--- config.mk ---
export PLATFORM = sky130hd
export DESIGN_NAME = uart_frame_scheduler
export DESIGN_NICKNAME = d
export VERILOG_FILES = /design/src/rtl/uart_frame_scheduler.sv
export SDC_FILE = /design/constraint.sdc
export NUM_CORES = 1
export LEC_CHECK = 0
export ABC_AREA = 1
export BUFFER_PORTS_ARGS = -buffer_cell sky130_fd_sc_hd__buf_2
export CORE_ASPECT_RATIO = 1.25
export CORE_UTILIZATION = 52
export CTS_BUF_LIST = sky130_fd_sc_hd__clkbuf_8
export CTS_CLUSTER_DIAMETER = 40
export CTS_CLUSTER_SIZE = 30
export DETAILED_ROUTE_END_ITERATION = 10
export PLACE_DENSITY = 0.79
export SLEW_MARGIN = 20
export SYNTH_ARGS = -nofsm -noshare
export SYNTH_HDL_FRONTEND = slang
export SYNTH_SLANG_ARGS = --single-unit
export TNS_END_PERCENT = 30
--- constraint.sdc ---
create_clock -name clk -period 5.37 [get_ports clk]
set_input_delay 0.2685 -clock clk [delete_from_list [all_inputs] [get_ports clk]]
set_output_delay 0.2685 -clock clk [all_outputs]
set_load 0.02 [all_outputs]
--- src/rtl/uart_frame_scheduler.sv ---
// uart_frame_scheduler: round-robin arbiter that frames 32-bit words from N_REQ producers
// as {4'hA, id} header plus BYTES payload bytes (LSB first) onto one byte-wide uart_tx.
module uart_frame_scheduler #(
    parameter int N_REQ = 3,
    parameter int BYTES = 4,
    parameter int GUARD = 2
) (
    input  logic                 clk,
    input  logic                 rst_n,
    input  logic [N_REQ-1:0]     req_valid,
    input  logic [32*N_REQ-1:0]  req_data,
    output logic [N_REQ-1:0]     req_ready,
    input  logic                 uart_tx_busy,
    output logic                 uart_tx_en,
    output logic [7:0]           uart_tx_data,
    output logic [3:0]           grant_id,
    output logic                 frame_active
);
    localparam logic [1:0] IDLE = 2'd0, LOAD = 2'd1, ISSUE = 2'd2, GUARD_WAIT = 2'd3;
    localparam int GW = $clog2(GUARD + 1);

    logic [1:0]       state_q, state_d;
    logic [2:0]       idx_q, idx_d;
    logic [GW-1:0]    guard_q, guard_d;
    logic [31:0]      word_q, word_d, shifted;
    logic [3:0]       last_q, last_d, grant_q, grant_d, pick;
    logic [N_REQ-1:0] ready_q, ready_d, rot;
    logic [7:0]       data_q, data_d;
    logic             en_q, en_d, active_q, active_d;
    int               c;

    // Walk candidates from farthest to nearest so the nearest valid id after last grant wins.
    always_comb begin
        pick = '0;
        c = 0;
        rot = '0;
        for (int k = N_REQ - 1; k >= 0; k--) begin
            c = (int'(last_q) + 1 + k) % N_REQ;
            rot = req_valid >> c;
            if (rot[0]) pick = 4'(c);
        end
    end

    always_comb begin
        state_d = state_q;
        idx_d = idx_q;
        guard_d = guard_q;
        word_d = word_q;
        last_d = last_q;
        grant_d = grant_q;
        ready_d = '0;
        en_d = 1'b0;
        active_d = active_q;
        data_d = data_q;
        shifted = word_q >> {idx_q - 3'd1, 3'b000};
        case (state_q)
            IDLE: if (|req_valid) begin
                word_d = 32'(req_data >> (32 * pick));
                grant_d = pick;
                last_d = pick;
                idx_d = '0;
                active_d = 1'b1;
                ready_d = N_REQ'(1) << pick;
                state_d = LOAD;
            end
            LOAD: begin
                data_d = (idx_q == 3'd0) ? {4'hA, grant_q} : shifted[7:0];
                state_d = ISSUE;
            end
            ISSUE: if (!uart_tx_busy) begin
                en_d = 1'b1;
                guard_d = GW'(GUARD);
                state_d = GUARD_WAIT;
            end
            GUARD_WAIT: begin
                guard_d = guard_q - GW'(1);
                if (guard_q == GW'(1)) begin
                    if (idx_q == 3'(BYTES)) begin
                        active_d = 1'b0;
                        grant_d = '0;
                        state_d = IDLE;
                    end else begin
                        idx_d = idx_q + 3'd1;
                        state_d = LOAD;
                    end
                end
            end
            default: state_d = IDLE;
        endcase
    end

    always_ff @(posedge clk or negedge rst_n) begin
        if (!rst_n) begin
            state_q <= IDLE;
            idx_q <= '0;
            guard_q <= '0;
            word_q <= '0;
            last_q <= 4'(N_REQ - 1);
            grant_q <= '0;
            ready_q <= '0;
            en_q <= 1'b0;
            active_q <= 1'b0;
            data_q <= '0;
        end else begin
            state_q <= state_d;
            idx_q <= idx_d;
            guard_q <= guard_d;
            word_q <= word_d;
            last_q <= last_d;
            grant_q <= grant_d;
            ready_q <= ready_d;
            en_q <= en_d;
            active_q <= active_d;
            data_q <= data_d;
        end
    end

    assign req_ready = ready_q;
    assign uart_tx_en = en_q;
    assign uart_tx_data = data_q;
    assign grant_id = grant_q;
    assign frame_active = active_q;
endmodule
After elaboration in Yosys (flattened, before gate mapping)
Index checks and enable logic that the tools add are counted.
{ "word_totals": {"register_bits": 60, "input_bits": 102, "out_inout_bits": 17} }
{ "classes": {"add_sub_neg": 6, "div_mod_pow": 3, "n_eq_ne": 10, "n_shift": 6, "mux": 27, "n_reduce_logical": 10} }
{ "op_table": {"columns": ["cell", "count"], "rows": [
  ["modulo 32 x 3 -> 32 bit, second input constant", 3],
  ["right shift 3 x 32 -> 1 bit", 3],
  ["right shift 96 x 9 -> 32 bit", 1],
  ["adder 32 x 2 -> 32 bit, second input constant", 1],
  ["adder 32 x 3 -> 32 bit, second input constant", 1],
  ["right shift 32 x 6 -> 8 bit", 1],
  ["two-way mux 4 bit", 6],
  ["two-way mux 3 bit", 5],
  ["!= test 2 bit, second input constant", 5],
  ["two-way mux 2 bit", 4],
  ["two-way mux 8 bit", 1],
  ["case mux 2 bit (4 select lines)", 1],
  ["case mux 4 bit (2 select lines)", 1],
  ["AND reduction 4 bit", 2],
  ["two-way mux 1 bit", 6],
  ["case mux 3 bit (2 select lines)", 1],
  ["adder 4 x 1 -> 5 bit, second input constant", 1],
  ["equality test 2 x 1 -> 1 bit, second input constant", 2],
  ["equality test 2 bit, second input constant", 2],
  ["case mux 2 bit (2 select lines)", 1],
  ["AND reduction 2 bit", 2],
  ["nonzero test 2 bit", 2],
  ["<< shifter 1 x 4 -> 3 bit, first input constant", 1],
  ["adder 3 x 1 -> 3 bit, second input constant", 1],
  ["8 further kinds", 8]
]} }

Depth between registers and ports, before layout
Gate-level depths: netlist (run 1).
{ "logic_depth": {"depth_word": 10, "depth_mapped": 43, "mapped_depth_nobuf": 42} }

Worst setup path before layout (run 1)
No wires, ideal clock.
{ "synth_timing": {"path_kind": "flip-flop to flip-flop", "from": "register last_q[0]", "to": "register word_q[10]", "t_arrival_ns": 5.549, "required_ns": 5.245, "setup_slack_ns": -0.304, "stages_incl_launch_ff": 38, "path_buffers": 2, "path_cell_list": "dfrtp_1 buf_2 clkinv_1 ha_1 ha_1 inv_1 nand2_1 inv_1 a22oi_1 ha_1 nand4_1 nand2_1 inv_1 nand4_2 nand3_2 nand2_1 nand2_1 inv_1 (+2 left out) nand3_1 nor2_4 nand4_1 and2_1 ha_1 inv_1 nand3_2 nand2_1 nand3_1 nand3_1 nand2_1 nor2_1 nand3_1 nand2_2 nand2_2 buf_2 nand4_1 nand3_1"} }
{ "synth_via": {"elab_chain_cells": 8, "elab_cells_between_ends": 13, "cone_classes": "add/sub: 3; div: 3; shift: 4; mux: 3"} }
{ "synth_lines": {"columns": ["item", "line_no", "source"], "rows": [
  ["start, declared", "26", "logic [3:0] last_q, last_d, grant_q, grant_d, pick;"],
  ["start signal, assigned", "98", "last_q <= 4'(N_REQ - 1);"],
  ["start signal, assigned", "109", "last_q <= last_d;"],
  ["adder 4 x 1 -> 5 bit *", "38", "c = (int'(last_q) + 1 + k) % N_REQ;"],
  ["adder 32 x 3 -> 32 bit", "38", null],
  ["modulo 32 x 3 -> 32 bit", "38", null],
  ["right shift 3 x 32 -> 1 bit", "39", "rot = req_valid >> c;"],
  ["two-way mux 4 bit (2 in series)", "40", "if (rot[0]) pick = 4'(c);"],
  ["two-way mux 4 bit *", "40", null],
  ["right shift 96 x 9 -> 32 bit *", "58", "word_d = 32'(req_data >> (32 * pick));"],
  ["end signal, assigned", "108", "word_q <= word_d;"],
  ["end, declared", "25", "logic [31:0] word_q, word_d, shifted;"]
]} }
Mark *: on every way between the ends. The rest lies on a longest branch, timed or not.
A chain may end at the register's enable or synchronous reset.

Worst setup path after layout (run 1)
{ "layout_timing": {"from": "register last_q[1]", "to": "register word_q[13]"} }
The elaborated chain is that of the path after synthesis.

==> impl_metrics.py, run 1 <==
metrics = {
    "run_status": {
        "outcome": "completed",
    },
    "sta": {
        "finalMaxSlewViolations": 0,
        "timing.final.crit_share_pct": 98.8,
        "timing.final.ws_setup_ps": 63.3,
        "post-route-min-period_ps": 5310,
        "slew_headroom_pct": 34.4,
        "worstMarginPinSlew_ps": 978,
        "fin_skew_ps": 10.5,
        "setup_viol": 0,
        "clock.fmax_ghz": 0.188,
        "finalHoldViolations": 0,
    },
    "pwr": {
        "p_leak_uw": 0.00396,
        "p_sw_share_pct": 51.8,
        "internal_power_uw": 2380,
        "seq_power_share_pct": 16.0,
        "power.total_uw": 4930,
        "ir_worst_vdd_uv": 552,
        "pwr-share-comb_pct": 75.8,
        "p_sw_uw": 2550,
        "power_density_mw_per_mm2": 675,
        "p_clk_share_pct": 8.2,
    },
    "finish": {
        "fin_nets": 1153,
        "mostFrequentLayoutCell": "nand2_1",
        "syn2layout_area_growth_pct": 28.2,
        "stdcell_area_mm2": 0.00730,
        "most-common-layout-cells": "nand2_1, buf_2, inv_1",
        "diodes": 0,
        "final_layout_size_suffix_gt1_share_pct": 26.9,
        "instances_no_fill": 1159,
    },
    "synthesis": {
        "syn_inst": 878,
        "ys_seq_elements": 60,
        "avgSynthCellArea_um2": 6.49,
        "synth_edf_count": 0,
        "synth_seq_area_share_pct": 26.4,
        "ys.flop_type": "dfrtp_1",
        "ys.warnings.count": 0,
        "syn_area_mm2": 0.00570,
        "synth_cell_types": 47,
        "async_reset_ff_share_pct": 100,
        "syn-num-nets": 1007,
    },
    "drt": {
        "post_drt_wl_per_cell_um": 15.5,
        "drc": 0,
        "vias": 6526,
        "wl_met1_mm": 6.47,
        "drt_iter0_drc": 346,
        "wl_met2_mm": 9.37,
        "ant_nets": 0,
        "maxUsedRoutingLayer": "met4",
        "via_per_inst": 5.63,
        "dr_wl_met3_mm": 1.26,
        "dr.pass1.iters": 6,
        "drt-total-wl_mm": 18.0,
    },
    "die": {
        "initial_core_util_pct": 53.7,
        "fp.dieH_um": 119,
        "core.rowCount": 42,
        "dieArea_mm2": 0.0114,
        "core_mm2": 0.0106,
        "die_w_um": 95.6,
        "io_pins": 119,
    },
    "critical_path": {
        "cp.arrival_ps": 5530,
        "reg2reg_setup_slack_ps": 60,
        "rr_endpoint": "word_q[13]$_DFFE_PN0P_",
        "r2r_start": "last_q[1]$_DFFE_PN1P_",
        "crit_path_end_kind": "flop",
        "crit_type": "reg2reg",
        "cpMaxStageDelayCell": "dfstp_2",
        "worstPathRequired_ps": 5590,
        "rr_worst_depth": 38,
        "slowest_delay_ps": 580,
        "endpoint": "word_q[13]$_DFFE_PN0P_",
        "start_kind": "flop",
        "cp_max_fo": 8,
        "worstSetupStartpoint": "last_q[1]$_DFFE_PN1P_",
    },
    "clocking": {
        "clkSlewWorstSetupHoldPaths_ps": 70,
        "numCtsBuffers": 9,
        "cts_root_buffer": "clkbuf_8",
        "tritoncts": "done",
        "hold_buffers": 0,
        "clock_sinks": 60,
        "clk_path_buf_depth": 2,
        "h-tree-depth": 3,
        "clock_latency_ps": 360,
    },
    "flow_run": {
        "max_cap_viol_count": 0,
    },
    "global_routing": {
        "grt_pass1_wl_mm": 26.1,
        "track_usage_pct": 29.1,
        "grt_pass1_vias": 5793,
        "grt_max_degree": 61,
        "antenna_found_initial": 0,
        "gr-total-overflow": 0,
    },
    "worst_hold_path": {
        "hold_class": "in2async",
    },
    "place": {
        "place_hpwl_mm": 11.9,
        "io_buffers": 118,
        "place.gp.congestion": 0.957,
        "placed_area_mm2": 0.00649,
        "placed_cells": 1118,
        "dp_slack_ps": -162,
    },
}
## timing repair
item | CTS | global route
gates resized for setup | 8 | 58
pin swaps | 3 | 36
setup endpoints to repair | 37 | 39
cloned | 1 | 8
hold endpoints to repair | 0 | 0
buffers inserted | 2 | 16
## cells by family (layout without fill, tap and decap cells)
| kind of cell | after synthesis | after routing | synth area share [%] |
|---|---|---|---|
| AO/OA/AOI/OAI | 88 | 88 | 9.20 |
| buffers and inverters | 162 | 309 | 11.4 |
| adder cells (fa/ha/maj) | 27 | 27 | 5.93 |
| AND/OR/NAND/NOR | 529 | 531 | 45.1 |
| XOR/XNOR | 12 | 12 | 1.98 |
| flip-flops | 60 | 60 | 26.4 |
## stage by stage
step | util (%) | setup TNS (ps) | hold slack, ps
after floorplan | - | 0 | -27.1
after global placement | 61.1 | 0 | 441
after detailed placement | 61.1 | -4680 | 443
after CTS | 63.6 | 0 | 72.4
after global routing | 68.8 | -4600 | 69.1
final | 68.8 | 0 | 48.4
## flip-flops by register name (all words and copies together), names as in the netlist
register      cells
word_q           32
uart_tx_data      8
grant_id          4
last_q            4
idx_q             3
req_ready         3
guard_q           2
state_q           2
frame_active      1
uart_tx_en        1
## critical path, delay by kind of cell (launching register included)
family | cells | cell delay (ps)
AO/OA/AOI/OAI | 1 | 160
adder cells (fa/ha/maj) | 5 | 1030
buffers and inverters | 7 | 550
flip-flops | 1 | 580
AND/OR/NAND/NOR | 25 | 2840
## synth_stat cells (all sizes together) (3+ instances only)
cell type | number | area share, %
nand4 | 88 | 9.9
clkbuf | 15 | 0.99
clkinv | 5 | 0.33
o22ai | 6 | 0.66
xnor2 | 4 | 0.62
a31oi | 4 | 0.44
buf | 18 | 1.9
nand2 | 264 | 18
a21oi | 18 | 1.6
o21ai | 49 | 4.9
ha | 27 | 5.9
o211ai | 3 | 0.40
inv | 124 | 8.2
dfrtp | 59 | 26
nand3 | 97 | 10
nor2 | 70 | 5.9
xor2 | 8 | 1.4
## power by group through the flow
stage	Clock [uW]	Combinational, uW	Sequential, uW
after floorplan	0	2070	779
after global placement	0	2690	780
after detailed placement	0	2740	780
after CTS	400	2870	775
after global routing	429	4090	802
final	404	3740	790
## layer usage
metal  up-vias  track usage, %
met3        72            4.15
met2       316            53.1
li1       3201               -
met5         -               0
met1      2937            32.7
met4         0            12.4
## layout make-up
cell class	count	area, um2
Clock inverter	3	38.8
Tap cell	132	165
Timing Repair Buffer	166	1150
Clock buffer	11	151
Inverter	129	490
Sequential cell	60	1500
Multi-Input combinational cell	658	3800
Fill cell	895	3310
## worst min path at each step
stage | from | end | slack [ps] | depth (start not counted)
after floorplan | rst_n | frame_active$_DFFE_PN0P_ | -30 | 0
after global placement | uart_tx_busy | uart_tx_en$_DFF_PN0_ | 440 | 2
after detailed placement | uart_tx_busy | uart_tx_en$_DFF_PN0_ | 440 | 2
after CTS | uart_tx_busy | uart_tx_en$_DFF_PN0_ | 70 | 2
after global routing | uart_tx_busy | uart_tx_en$_DFF_PN0_ | 70 | 2
final | rst_n | grant_id[3]$_DFFE_PN0P_ | 50 | 2
Note: power is estimated with default switching activity, not from simulation.
==> run 2, diff against run 1 <==
--- a/config.mk
+++ b/config.mk
@@ -8,12 +8,11 @@
 export ABC_AREA = 1
 export BUFFER_PORTS_ARGS = -buffer_cell sky130_fd_sc_hd__buf_2
 export CORE_ASPECT_RATIO = 1.25
-export CORE_UTILIZATION = 52
-export CTS_BUF_LIST = sky130_fd_sc_hd__clkbuf_8
+export CORE_UTILIZATION = 51
 export CTS_CLUSTER_DIAMETER = 40
 export CTS_CLUSTER_SIZE = 30
 export DETAILED_ROUTE_END_ITERATION = 10
-export PLACE_DENSITY = 0.79
+export PLACE_DENSITY = 0.78
 export SLEW_MARGIN = 20
 export SYNTH_ARGS = -nofsm -noshare
 export SYNTH_HDL_FRONTEND = slang
==> run 2 against run 1 <==
Clock-buffer cell count grew 1. Sequential share of layout area fell by 0.26 points. Via count rose by 2.6%. Worst setup slack better by 97 ps. Largest power group unchanged.
==> impl_metrics.py, run 2 (synthesis results as in run 1) <==
metrics = {
    "place": {
        "place.gp.congestion": 0.951,
        "placed_area_mm2": 0.00651,
        "io_buffers": 118,
        "place_hpwl_mm": 12.0,
    },
    "clocking": {
        "numCtsBuffers": 9,
        "clkSlewWorstSetupHoldPaths_ps": 50,
        "clock_latency_ps": 330,
        "hold_buffers": 0,
        "clock_sinks": 60,
        "cts_root_buffer": "clkbuf_16",
        "tritoncts": "done",
        "h-tree-depth": 3,
        "clk_path_buf_depth": 2,
    },
    "drt": {
        "vias": 6698,
        "dr.pass1.iters": 5,
        "post_drt_wl_per_cell_um": 16.1,
        "ant_nets": 0,
        "via_per_inst": 5.77,
        "drt-total-wl_mm": 18.7,
        "drt_iter0_drc": 439,
        "drc": 0,
    },
    "finish": {
        "diodes": 0,
        "finish.utilization_pct": 69.0,
        "nFillCells": 888,
        "mostFrequentLayoutCell": "nand2_1",
        "largest_reg_flops": 32,
        "final_layout_size_suffix_gt1_share_pct": 29.3,
        "most-common-layout-cells": "nand2_1, buf_2, inv_1",
        "regMostFlops": "word_q",
        "stdcell_area_mm2": 0.00739,
        "syn2layout_area_growth_pct": 29.8,
        "fin_nets": 1152,
    },
    "critical_path": {
        "cp.arrival_ps": 5480,
        "critPathTopFamily": "simple AND/OR/NAND/NOR gates",
        "cpMaxStageDelayCell": "dfstp_2",
        "reg2reg_setup_slack_ps": 160,
        "crit_top_cell": "inv_2",
        "cp_max_fo": 7,
        "worst-path-stages": 38,
        "crit_path_end_kind": "flop",
        "slowest_delay_ps": 580,
        "rr_worst_depth": 38,
        "worstPathRequired_ps": 5640,
        "crit_type": "reg2reg",
        "start_kind": "flop",
        "crit_buf_inv": 7,
        "r2r_start": "last_q[1]$_DFFE_PN1P_",
        "rr_endpoint": "word_q[13]$_DFFE_PN0P_",
    },
    "global_routing": {
        "grt_pass1_wl_mm": 27.3,
        "gr-total-overflow": 0,
        "grt_max_degree": 61,
        "grt_pass1_vias": 6043,
        "antenna_found_initial": 0,
        "track_usage_pct": 30.1,
    },
    "sta": {
        "timing.final.crit_share_pct": 97.0,
        "finalMaxSlewViolations": 0,
        "slew_headroom_pct": 31.8,
        "finalHoldViolations": 0,
        "setup_viol": 0,
        "clock.fmax_ghz": 0.192,
        "worstMarginPinSlew_ps": 1020,
        "fin_skew_ps": 8.11,
        "post-route-min-period_ps": 5210,
    },
    "pwr": {
        "power.total_uw": 4910,
        "p_sw_uw": 2580,
        "p_leak_uw": 0.00403,
        "pwr-share-comb_pct": 72.9,
        "ir_worst_vdd_uv": 567,
        "seq_power_share_pct": 16.2,
        "internal_power_uw": 2330,
        "power_density_mw_per_mm2": 664,
        "p_sw_share_pct": 52.6,
        "p_clk_share_pct": 11.0,
    },
    "die": {
        "io_pins": 119,
        "dieArea_mm2": 0.0116,
        "fp.dieH_um": 120,
        "die_w_um": 96.5,
        "initial_core_util_pct": 53.1,
        "core_mm2": 0.0107,
        "core.rowCount": 42,
    },
    "flow_run": {
        "max_cap_viol_count": 0,
    },
    "worst_hold_path": {
        "hold_class": "in2async",
    },
    "run_status": {
        "outcome": "completed",
    },
}
==> run 2: cell types whose count changed in the layout (fill, tap and decap cells not counted), sizes merged <==
cell	before	now
clkbuf	18	17
nand2	265	264
bufinv	1	0
buf	159	161
inv	125	124
clkinv	6	9
==> run 2: worst max path at each step <==
stage	slack, ps	start	to
5_1_grt	-170	last_q[1]$_DFFE_PN1P_	word_q[12]$_DFFE_PN0P_
3_5_place_dp	-120	last_q[1]$_DFFE_PN1P_	word_q[2]$_DFFE_PN0P_
3_3_place_gp	90	last_q[1]$_DFFE_PN1P_	word_q[21]$_DFFE_PN0P_
6_report	160	last_q[1]$_DFFE_PN1P_	word_q[13]$_DFFE_PN0P_
4_1_cts	0.3	last_q[1]$_DFFE_PN1P_	word_q[15]$_DFFE_PN0P_
2_1_floorplan	30	last_q[0]$_DFFE_PN0P_	word_q[10]$_DFFE_PN0P_
==> run 2: cell type report <==
type	count	area, um2	share of cell area [%]
flip-flops and latches	60	1500	20.3
multi-input cells	657	3840	52.0
inverters	129	488	6.60
clock buffers	12	256	3.47
repair buffers	166	1110	15.1
clock inverters	4	23.8	0.321
well taps	132	165	2.23
==> run 2: metrics by stage <==
step	hold slack (ps)	worst slack [ps]	cells	TNS (ps)
floorplan	-27.1	31.5	878	0
global placement	439	87.8	1118	0
detailed placement	439	-115	1118	-2870
CTS	90.8	0.262	1137	0
global route	104	-166	1160	-3720
finish	89.5	160	1160	0
==> run 2: per-layer routing <==
| layer | track usage (%) | part of all wire [%] | vias to the layer above |
|---|---|---|---|
| li1 | - | - | 3197 |
| met1 | 35.4 | 37 | 3050 |
| met2 | 51.0 | 51 | 355 |
| met3 | 4.69 | 7.3 | 96 |
| met4 | 16.5 | 5.3 | 0 |
| met5 | 0 | 0 | - |
==> run 2: power by group through the flow <==
stage,combinational (uW),sequential [uW],clock [uW]
floorplan,2070,779,0
global placement,2780,784,0
detailed placement,2810,782,0
CTS,2880,780,537
global route,3900,808,559
finish,3580,795,538
==> run 2: timing repair <==
action	4_1_cts	5_1_grt
setup endpoints to repair	35	39
buffers inserted	3	16
cloned	0	7
gates resized for setup	3	81
pin swaps	3	46
==> run 3, diff against run 2 <==
--- a/config.mk
+++ b/config.mk
@@ -8,11 +8,11 @@
 export ABC_AREA = 1
 export BUFFER_PORTS_ARGS = -buffer_cell sky130_fd_sc_hd__buf_2
 export CORE_ASPECT_RATIO = 1.25
-export CORE_UTILIZATION = 51
+export CORE_UTILIZATION = 56
 export CTS_CLUSTER_DIAMETER = 40
 export CTS_CLUSTER_SIZE = 30
 export DETAILED_ROUTE_END_ITERATION = 10
-export PLACE_DENSITY = 0.78
+export PLACE_DENSITY = 0.84
 export SLEW_MARGIN = 20
 export SYNTH_ARGS = -nofsm -noshare
 export SYNTH_HDL_FRONTEND = slang
==> constraint.sdc (replaced) <==
create_clock -name clk -period 5.29 [get_ports clk]
set_input_delay 0.2645 -clock clk [delete_from_list [all_inputs] [get_ports clk]]
set_output_delay 0.2645 -clock clk [all_outputs]
set_load 0.02 [all_outputs]
==> run 3 against run 2 <==
Critical path depth shrank 2. Clock skew decreased by 4.0 ps. Sequential cell count unchanged. Largest power group unchanged. Largest cell class unchanged. Highest routed layer unchanged. Worst setup slack worse by 3.2 ps. Fmax grew 1.5%.
==> impl_metrics.py, run 3 (synthesis results as in run 1) <==
metrics = {
    "run_status": {
        "outcome": "completed",
    },
    "pwr": {
        "pwr-share-comb_pct": 72.4,
        "seq_power_share_pct": 15.9,
        "p_clk_share_pct": 11.6,
        "p_sw_share_pct": 53.0,
        "power_density_mw_per_mm2": 698,
        "ir_worst_vdd_uv": 441,
        "p_sw_uw": 2710,
        "p_leak_uw": 0.00397,
        "internal_power_uw": 2400,
        "power.total_uw": 5120,
    },
    "clocking": {
        "tritoncts": "done",
        "clk_path_buf_depth": 2,
        "h-tree-depth": 3,
        "clock_sinks": 60,
        "cts_root_buffer": "clkbuf_16",
        "numCtsBuffers": 9,
        "clock_latency_ps": 340,
        "clkSlewWorstSetupHoldPaths_ps": 60,
    },
    "die": {
        "fp.dieH_um": 115,
        "die_w_um": 92.2,
        "core_mm2": 0.00976,
        "io_pins": 119,
        "core.rowCount": 40,
        "dieArea_mm2": 0.0106,
        "initial_core_util_pct": 58.4,
    },
    "critical_path": {
        "cp.arrival_ps": 5340,
        "crit_path_end_kind": "flop",
        "cpMaxStageDelayCell": "dfstp_2",
        "crit_buf_inv": 6,
        "worstPathRequired_ps": 5500,
        "rr_endpoint": "word_q[12]$_DFFE_PN0P_",
        "rr_worst_depth": 36,
        "cp_max_fo": 9,
        "reg2reg_setup_slack_ps": 160,
        "crit_type": "reg2reg",
        "critPathTopFamily": "simple AND/OR/NAND/NOR gates",
        "start_kind": "flop",
        "crit_top_cell": "nand3_2",
        "slowest_delay_ps": 590,
        "r2r_start": "last_q[1]$_DFFE_PN1P_",
    },
    "global_routing": {
        "grt_pass1_wl_mm": 26.2,
        "track_usage_pct": 31.1,
        "grt_pass1_vias": 5934,
        "gr-total-overflow": 0,
        "antenna_found_initial": 0,
        "grt_max_degree": 61,
    },
    "place": {
        "place.gp.congestion": 0.954,
        "io_buffers": 118,
        "dp_slack_ps": -221,
        "place_hpwl_mm": 11.8,
    },
    "drt": {
        "post_drt_wl_per_cell_um": 16.1,
        "drt_iter0_drc": 472,
        "via_per_inst": 5.78,
        "drc": 0,
        "ant_nets": 0,
        "dr.pass1.iters": 5,
        "drt-total-wl_mm": 18.5,
        "vias": 6648,
    },
    "finish": {
        "syn2layout_area_growth_pct": 28.7,
        "finish.utilization_pct": 75.1,
        "mostFrequentLayoutCell": "nand2_1",
        "fin_nets": 1148,
        "diodes": 0,
        "final_layout_size_suffix_gt1_share_pct": 28.5,
        "largest_reg_flops": 32,
        "regMostFlops": "word_q",
        "most-common-layout-cells": "nand2_1, buf_2, inv_1",
    },
    "sta": {
        "rsz0062_at_grt": "true",
        "hold_ws_ps": 73.6,
        "timing.final.ws_setup_ps": 157,
        "tns_ps": 0,
        "setup_viol": 0,
        "slew_headroom_pct": 34.2,
        "fin_skew_ps": 4.15,
        "finalMaxSlewViolations": 0,
        "timing.final.crit_share_pct": 97.0,
        "post-route-min-period_ps": 5130,
        "clock.fmax_ghz": 0.195,
        "worstMarginPinSlew_ps": 981,
        "finalHoldViolations": 0,
    },
    "flow_run": {
        "max_cap_viol_count": 0,
    },
    "worst_hold_path": {
        "hold_class": "in2async",
    },
}
run 3: metal layers:
metal / track usage (%) / share of wire [%] / up-vias
met3: 4.50 / 7.7 / 87
li1: - / - / 3195
met1: 34.4 / 35 / 2990
met5: 0 / 0 / -
met4: 17.0 / 5.8 / 0
met2: 57.4 / 51 / 376
run 3: timing repair:
action / CTS / global route
endpoints found under the setup margin: 39 / 39
gates cloned: 1 / 7
hold buffers: 0 / 0
setup buffers: 3 / 11
pin swaps: 5 / 51
resized for setup: 4 / 68
run 3: power by group through the flow:
stage | Clock, uW | Sequential (uW) | Combinational [uW]
6_report | 595 | 815 | 3710
5_1_grt | 615 | 822 | 4010
4_1_cts | 587 | 793 | 2930
3_5_place_dp | 0 | 798 | 2850
3_3_place_gp | 0 | 794 | 2800
2_1_floorplan | 0 | 791 | 2110
run 3: metrics by stage:
stage / instances / instance area [um2]
floorplan: 878 / 5710
detailed placement: 1112 / 6510
CTS: 1132 / 6860
global route: 1150 / 7330
global placement: 1112 / 6510
finish: 1150 / 7330
run 3: worst max-delay path by stage:
stage                               start                       to  slack, ps  cells past startpoint
global route        last_q[1]$_DFFE_PN1P_   word_q[12]$_DFFE_PN0P_       -190                     39
CTS                 last_q[1]$_DFFE_PN1P_  grant_id[1]$_DFFE_PN0P_          9                     40
global placement    last_q[1]$_DFFE_PN1P_   word_q[16]$_DFFE_PN0P_        -10                     39
finish              last_q[1]$_DFFE_PN1P_   word_q[12]$_DFFE_PN0P_        160                     36
floorplan           last_q[0]$_DFFE_PN0P_   word_q[10]$_DFFE_PN0P_         10                     37
detailed placement  last_q[1]$_DFFE_PN1P_   word_q[10]$_DFFE_PN0P_       -220                     39
run 3: layout make-up:
cell class	instances	area [um2]
Sequential cell	60	1500
Multi-Input combinational cell	658	3840
Fill cell	701	2430
Clock inverter	7	77.6
Clock buffer	9	225
Tap cell	126	158
Inverter	129	488
Timing Repair Buffer	161	1040
